<file path="config.mk">
export PLATFORM = sky130hd
export DESIGN_NAME = ex_mem_arbiter
export DESIGN_NICKNAME = d
export VERILOG_FILES = /design/src/rtl/ex_mem_arbiter.sv
export SDC_FILE = /design/constraint.sdc
export NUM_CORES = 1
export LEC_CHECK = 0
export CAP_MARGIN = 15
export CELL_PAD_IN_SITES_DETAIL_PLACEMENT = 2
export CELL_PAD_IN_SITES_GLOBAL_PLACEMENT = 2
export CORE_AREA = 2 2 181 183
export CTS_CLUSTER_SIZE = 30
export DETAILED_ROUTE_END_ITERATION = 7
export DIE_AREA = 0 0 183 185
export GPL_TIMING_DRIVEN = 1
export PLACE_DENSITY = 0.69
export SYNTH_ARGS = -nofsm -noshare
export SYNTH_HDL_FRONTEND = slang
export SYNTH_SLANG_ARGS = --single-unit
</file>
<file path="constraint.sdc">
create_clock -name clk -period 2.45 [get_ports clk]
set_input_delay 0.49 -clock clk [delete_from_list [all_inputs] [get_ports clk]]
set_output_delay 0.49 -clock clk [all_outputs]
set_load 0.01 [all_outputs]
</file>
<file path="src/rtl/ex_mem_arbiter.sv">
// Dual-lane EX/MEM pipeline register. Pairs of memory ops that touch the same word
// and include a store are split over two cycles, lane 1 first.
module ex_mem_arbiter #(
    parameter int CNT_W = 16
) (
    input  logic             clk,
    input  logic             rst,
    input  logic             StallM,
    input  logic             ValidE1,
    input  logic             ValidE2,
    input  logic             MemReqE1,
    input  logic             MemReqE2,
    input  logic             MemWriteE1,
    input  logic             MemWriteE2,
    input  logic [2:0]       AddressingControlE1,
    input  logic [2:0]       AddressingControlE2,
    input  logic [31:0]      ALUResultE1,
    input  logic [31:0]      ALUResultE2,
    input  logic [31:0]      WriteDataE1,
    input  logic [31:0]      WriteDataE2,
    input  logic [4:0]       RdE1,
    input  logic [4:0]       RdE2,
    input  logic             RegWriteE1,
    input  logic             RegWriteE2,
    output logic             StallE,
    output logic             ValidM1,
    output logic             ValidM2,
    output logic             MemWriteM1,
    output logic             MemWriteM2,
    output logic [2:0]       AddressingControlM1,
    output logic [2:0]       AddressingControlM2,
    output logic [31:0]      ALUResultM1,
    output logic [31:0]      ALUResultM2,
    output logic [31:0]      WriteDataM1,
    output logic [31:0]      WriteDataM2,
    output logic [4:0]       RdM1,
    output logic [4:0]       RdM2,
    output logic             RegWriteM1,
    output logic             RegWriteM2,
    output logic [CNT_W-1:0] SplitCount,
    output logic             dbg_state
);

    typedef enum logic {
        PASS  = 1'b0,
        SPLIT = 1'b1
    } state_t;

    typedef struct packed {
        logic        valid;
        logic        mem_write;
        logic [2:0]  ac;
        logic [31:0] alu;
        logic [31:0] wd;
        logic [4:0]  rd;
        logic        reg_write;
    } slot_t;

    // An invalid lane becomes an all-zero bubble.
    function automatic slot_t make_slot(input logic valid, input logic mem_req,
                                        input logic mem_write, input logic [2:0] ac,
                                        input logic [31:0] alu, input logic [31:0] wd,
                                        input logic [4:0] rd, input logic reg_write);
        slot_t s;
        s = '0;
        if (valid) begin
            s.valid     = 1'b1;
            s.mem_write = mem_write & mem_req;
            s.ac        = ac;
            s.alu       = alu;
            s.wd        = wd;
            s.rd        = rd;
            s.reg_write = reg_write;
        end
        return s;
    endfunction

    state_t           state;
    slot_t            m1, m2;
    slot_t            lane1, lane2;
    logic             conflict;
    logic [CNT_W-1:0] cnt_one;

    assign cnt_one = {{(CNT_W-1){1'b0}}, 1'b1};

    assign lane1 = make_slot(ValidE1, MemReqE1, MemWriteE1, AddressingControlE1,
                             ALUResultE1, WriteDataE1, RdE1, RegWriteE1);
    assign lane2 = make_slot(ValidE2, MemReqE2, MemWriteE2, AddressingControlE2,
                             ALUResultE2, WriteDataE2, RdE2, RegWriteE2);

    // Word-granular and conservative: any byte overlap within a word counts.
    assign conflict = ValidE1 & ValidE2 & MemReqE1 & MemReqE2 &
                      (ALUResultE1[31:2] == ALUResultE2[31:2]) &
                      (MemWriteE1 | MemWriteE2);

    // Handshake: while StallE is high the upstream stage holds ValidE* and all lane
    // fields unchanged; the pair is consumed on the first rising edge with StallE low,
    // or over two edges (PASS then SPLIT) when the pair conflicts.
    assign StallE = StallM | ((state == PASS) & conflict);

    always_ff @(posedge clk) begin
        if (rst) begin
            state      <= PASS;
            m1         <= '0;
            m2         <= '0;
            SplitCount <= '0;
        end else if (!StallM) begin
            case (state)
                PASS: begin
                    if (conflict) begin
                        m1    <= lane1;
                        m2    <= '0;
                        state <= SPLIT;
                        if (SplitCount != '1)
                            SplitCount <= SplitCount + cnt_one;
                    end else begin
                        m1    <= lane1;
                        m2    <= lane2;
                        state <= PASS;
                    end
                end
                SPLIT: begin
                    m1    <= '0;
                    m2    <= lane2;
                    state <= PASS;
                end
                default: state <= PASS;
            endcase
        end
    end

    assign ValidM1             = m1.valid;
    assign MemWriteM1          = m1.mem_write;
    assign AddressingControlM1 = m1.ac;
    assign ALUResultM1         = m1.alu;
    assign WriteDataM1         = m1.wd;
    assign RdM1                = m1.rd;
    assign RegWriteM1          = m1.reg_write;

    assign ValidM2             = m2.valid;
    assign MemWriteM2          = m2.mem_write;
    assign AddressingControlM2 = m2.ac;
    assign ALUResultM2         = m2.alu;
    assign WriteDataM2         = m2.wd;
    assign RdM2                = m2.rd;
    assign RegWriteM2          = m2.reg_write;

    assign dbg_state = (state == SPLIT);

endmodule
</file>
==> impl_metrics.yaml <==
run_status:
  status: "finished with violations"
  violations: "setup timing"
setup_path:
  crit_start: "ALUResultE1[11]"
  crit_type: "in2reg"
  critPathMaxFanout: 5
  r2r_end: "SplitCount[15]"
  critPathMostFrequentCell: "buf_8"
  cp_num_buf_inv: 4
  cpMaxStageDelayCell: "or4_4"
  crit_cells: 9
  worstSetupStartpointType: "input pin"
  required_ns: 2.77
  slowest_delay_ns: 0.54
  ff2ff_path_depth: 5
  crit_family: "simple AND/OR/NAND/NOR gates"
  timing.rr.start: "SplitCount[3]"
  worst_ep_arrival_time_ns: 2.80
  path_cells: "buf_8, xnor2_2, buf_4, or4bb_1, or4_4, buf_12, buf_8, nor4_4, mux2_4"
  end_kind: "flop"
  ff2ff_setup_slack_ns: 0.22
placement:
  hpwl_mm: 20.7
  post-place-ws_ns: -0.829
  place_congestion: 0.743
  placed_cells: 1340
  dpl-instance-area_um2: 10300
  io_buffers: 322
routing:
  first_iter_violations: 180
  wirelength_mm: 28.4
  drt-pass1-iter-count: 4
  drc: 0
  wire_per_inst_um: 20.5
  postRouteAntennaNets: 0
  via_count: 6267
  routed_via_density: 4.53
clock_tree:
  holdBufCountCts: 0
  clkTransAtPathRegs_ns: 0.07
  ctsRootBufferMaster: "clkbuf_16"
  tritoncts: "built"
  cts_max_level: 4
  numCtsBuffers: 17
  cts_num_sinks: 167
  cts_max_path_buffers: 2
  clk_latency_ns: 0.44
floorplan:
  io_pins: 323
  rows: 66
  fp.dieH_um: 185
  core_area_um2: 32000
  die_area_um2: 33900
  fp.dieW_um: 183
  start_util_pct: 19.6
finish:
  fin_nets: 1115
  drive_gt1_share_pct: 16.5
  stdcell_area_um2: 11400
  area_growth_pct: 81.5
  fin_cells: 1383
logic_synthesis:
  synthArstFlopShare_pct: 0
  synth_nets: 759
  synth.most_common_cell: "dfxtp_1"
  synth_common_cells: "dfxtp_1 (167), nor2_1 (91), a22o_1 (73), a22oi_1 (73), clkbuf_1 (34)"
  yosys_warnings: 0
  ys_top_cells_by_area: "dfxtp_1 (53%), a22o_1 (10%), a22oi_1 (8.7%)"
  synth.top_cell.area_share_pct: 53.3
  synth_cells: 603
  synth_top_area_cell: "dfxtp_1"
  synth_edf_count: 0
  yosysSeqAreaShare_pct: 53.3
  syn_area_per_cell_um2: 10.4
  ys_seq_elements: 167
  syn_area_um2: 6270
  synthFlopType: "dfxtp_1"
  yosys.cell_types.count: 47
power_and_ir_drop:
  pwr-share-clk_pct: 42.2
  power_frac_seq_pct: 43.4
  p_per_area_nw_per_um2: 580
  leakage_nw: 4.46
  power.switching_w: 0.00164
  swShare_pct: 24.9
  p_int_w: 0.00496
  combPwrFrac_pct: 14.5
  ir_worst_vdd_mv: 0.470
global_route:
  grt_usage_pct: 16.6
  grt_antenna_before_repair: 7
  grt_pass1_wl_mm: 42.0
  grt_max_degree: 74
  grt_pass1_vias: 6858
  grt_overflow: 0
timing:
  whs_ns: 0.313
  fin_worst_skew_ns: 0.00986
  fmax_ghz: 0.403
  maxSlewHeadroom_pct: 66.9
  rsz0062_at_grt: "yes"
  finalSetupViolCount: 3
  worstMarginPinSlew_ns: 0.496
  period_share_pct: 101
  layout_setup_ws_ns: -0.0310
  final_max_slew_viol_count: 0
  hold_viol: 0
  period_needed_ns: 2.48
min_path:
  hold_start: "ALUResultE1[11]"
  hold_path_depth: 3
  hold_path.class: "in2reg"
  holdPathEnd: "ALUResultM1[11]"
run:
  cap_viol_max_count: 0
## metrics by stage
stage	util (%)	total power (W)	TNS (ns)
after floorplan	-	0.00322	-0.628
after CTS	35.0	0.00673	-0.0135
final	35.5	0.00660	-0.0692
after global placement	32.2	0.00386	-40.21
after global routing	35.5	0.00693	-0.0917
after detailed placement	32.2	0.00388	-41.77
## cell type report
cell class / count / area, um^2
Antenna cell: 5 / 12.5
Clock buffer: 21 / 450
Clock inverter: 9 / 128
Fill cell: 3398 / 20700
Inverter: 3 / 11.3
Multi-Input combinational cell: 384 / 3100
Sequential cell: 167 / 3340
Tap cell: 408 / 510
Timing Repair Buffer: 386 / 3830
## layer usage
metal | part of all wire, % | track usage [%]
met2 | 50 | 29.3
met1 | 40 | 18.3
met3 | 7.4 | 6.06
met4 | 1.7 | 5.73
met5 | 0.095 | 0
## worst max-delay path by stage
stage                          end
floorplan           SplitCount[11]
finish              SplitCount[12]
CTS                         StallE
global route                StallE
detailed placement   SplitCount[0]
global placement     SplitCount[0]
## power groups by stage
stage	clock network [W]	registers, W	logic [W]
2_1_floorplan	0	0.00296	0.000253
4_1_cts	0.00290	0.00286	0.000968
5_1_grt	0.00303	0.00287	0.00103
6_report	0.00278	0.00286	0.000957
3_3_place_gp	0	0.00292	0.000942
3_5_place_dp	0	0.00292	0.000955
## tightest hold or removal path, cell delays in order
cell	delay, ns
buf_8	0.08
a22oi_1	0.06
nor2_1	0.09
## sequential cells by signal (all words and copies together) (netlist names)
register             count
RegWriteM1               1
MemWriteM1               1
RegWriteM2               1
AddressingControlM2      3
dbg_state                1
WriteDataM2             32
ValidM2                  1
ValidM1                  1
SplitCount              16
ALUResultM2             32
AddressingControlM1      3
WriteDataM1             32
RdM1                     5
RdM2                     5
MemWriteM2               1
ALUResultM1             32
## what timing repair did
action | in CTS | in global routing
setup endpoints to repair | 20 | 40
gates cloned | 1 | 0
gates resized for setup | 103 | 59
pin swaps | 25 | 22
setup buffers | 2 | 6
## placed cells by master (no fill, tap or decap), drive strengths merged, types with 3 or more instances in the layout
cell type,n
nor2b,15
clkdlybuf4s50,257
clkinv,3
xor2,17
or3,4
nand4,12
dlygate4sd2,28
xnor2,15
nor4,20
nor2,91
buf,69
a21oi,3
mux2,14
bufinv,3
or4,3
diode,5
clkbuf,27
o21ai,3
dlymetal6s2s,20
and4,4
a22oi,73
nand2,7
clkinvlp,3
inv,3
dfxtp,167
nor3,3
a22o,73
clkdlybuf4s15,6
## cell families after synthesis
kind of cell	share of synthesized area [%]
and+or+nand+nor	15.1
DFF	53.3
AOI/OAI and AO/OA	20.8
buffers and inverters	3.49
xor gates and xnor gates	4.47
muxes	2.67
adders and majority gates	0.200
Note: power is estimated with default switching activity, not from simulation.
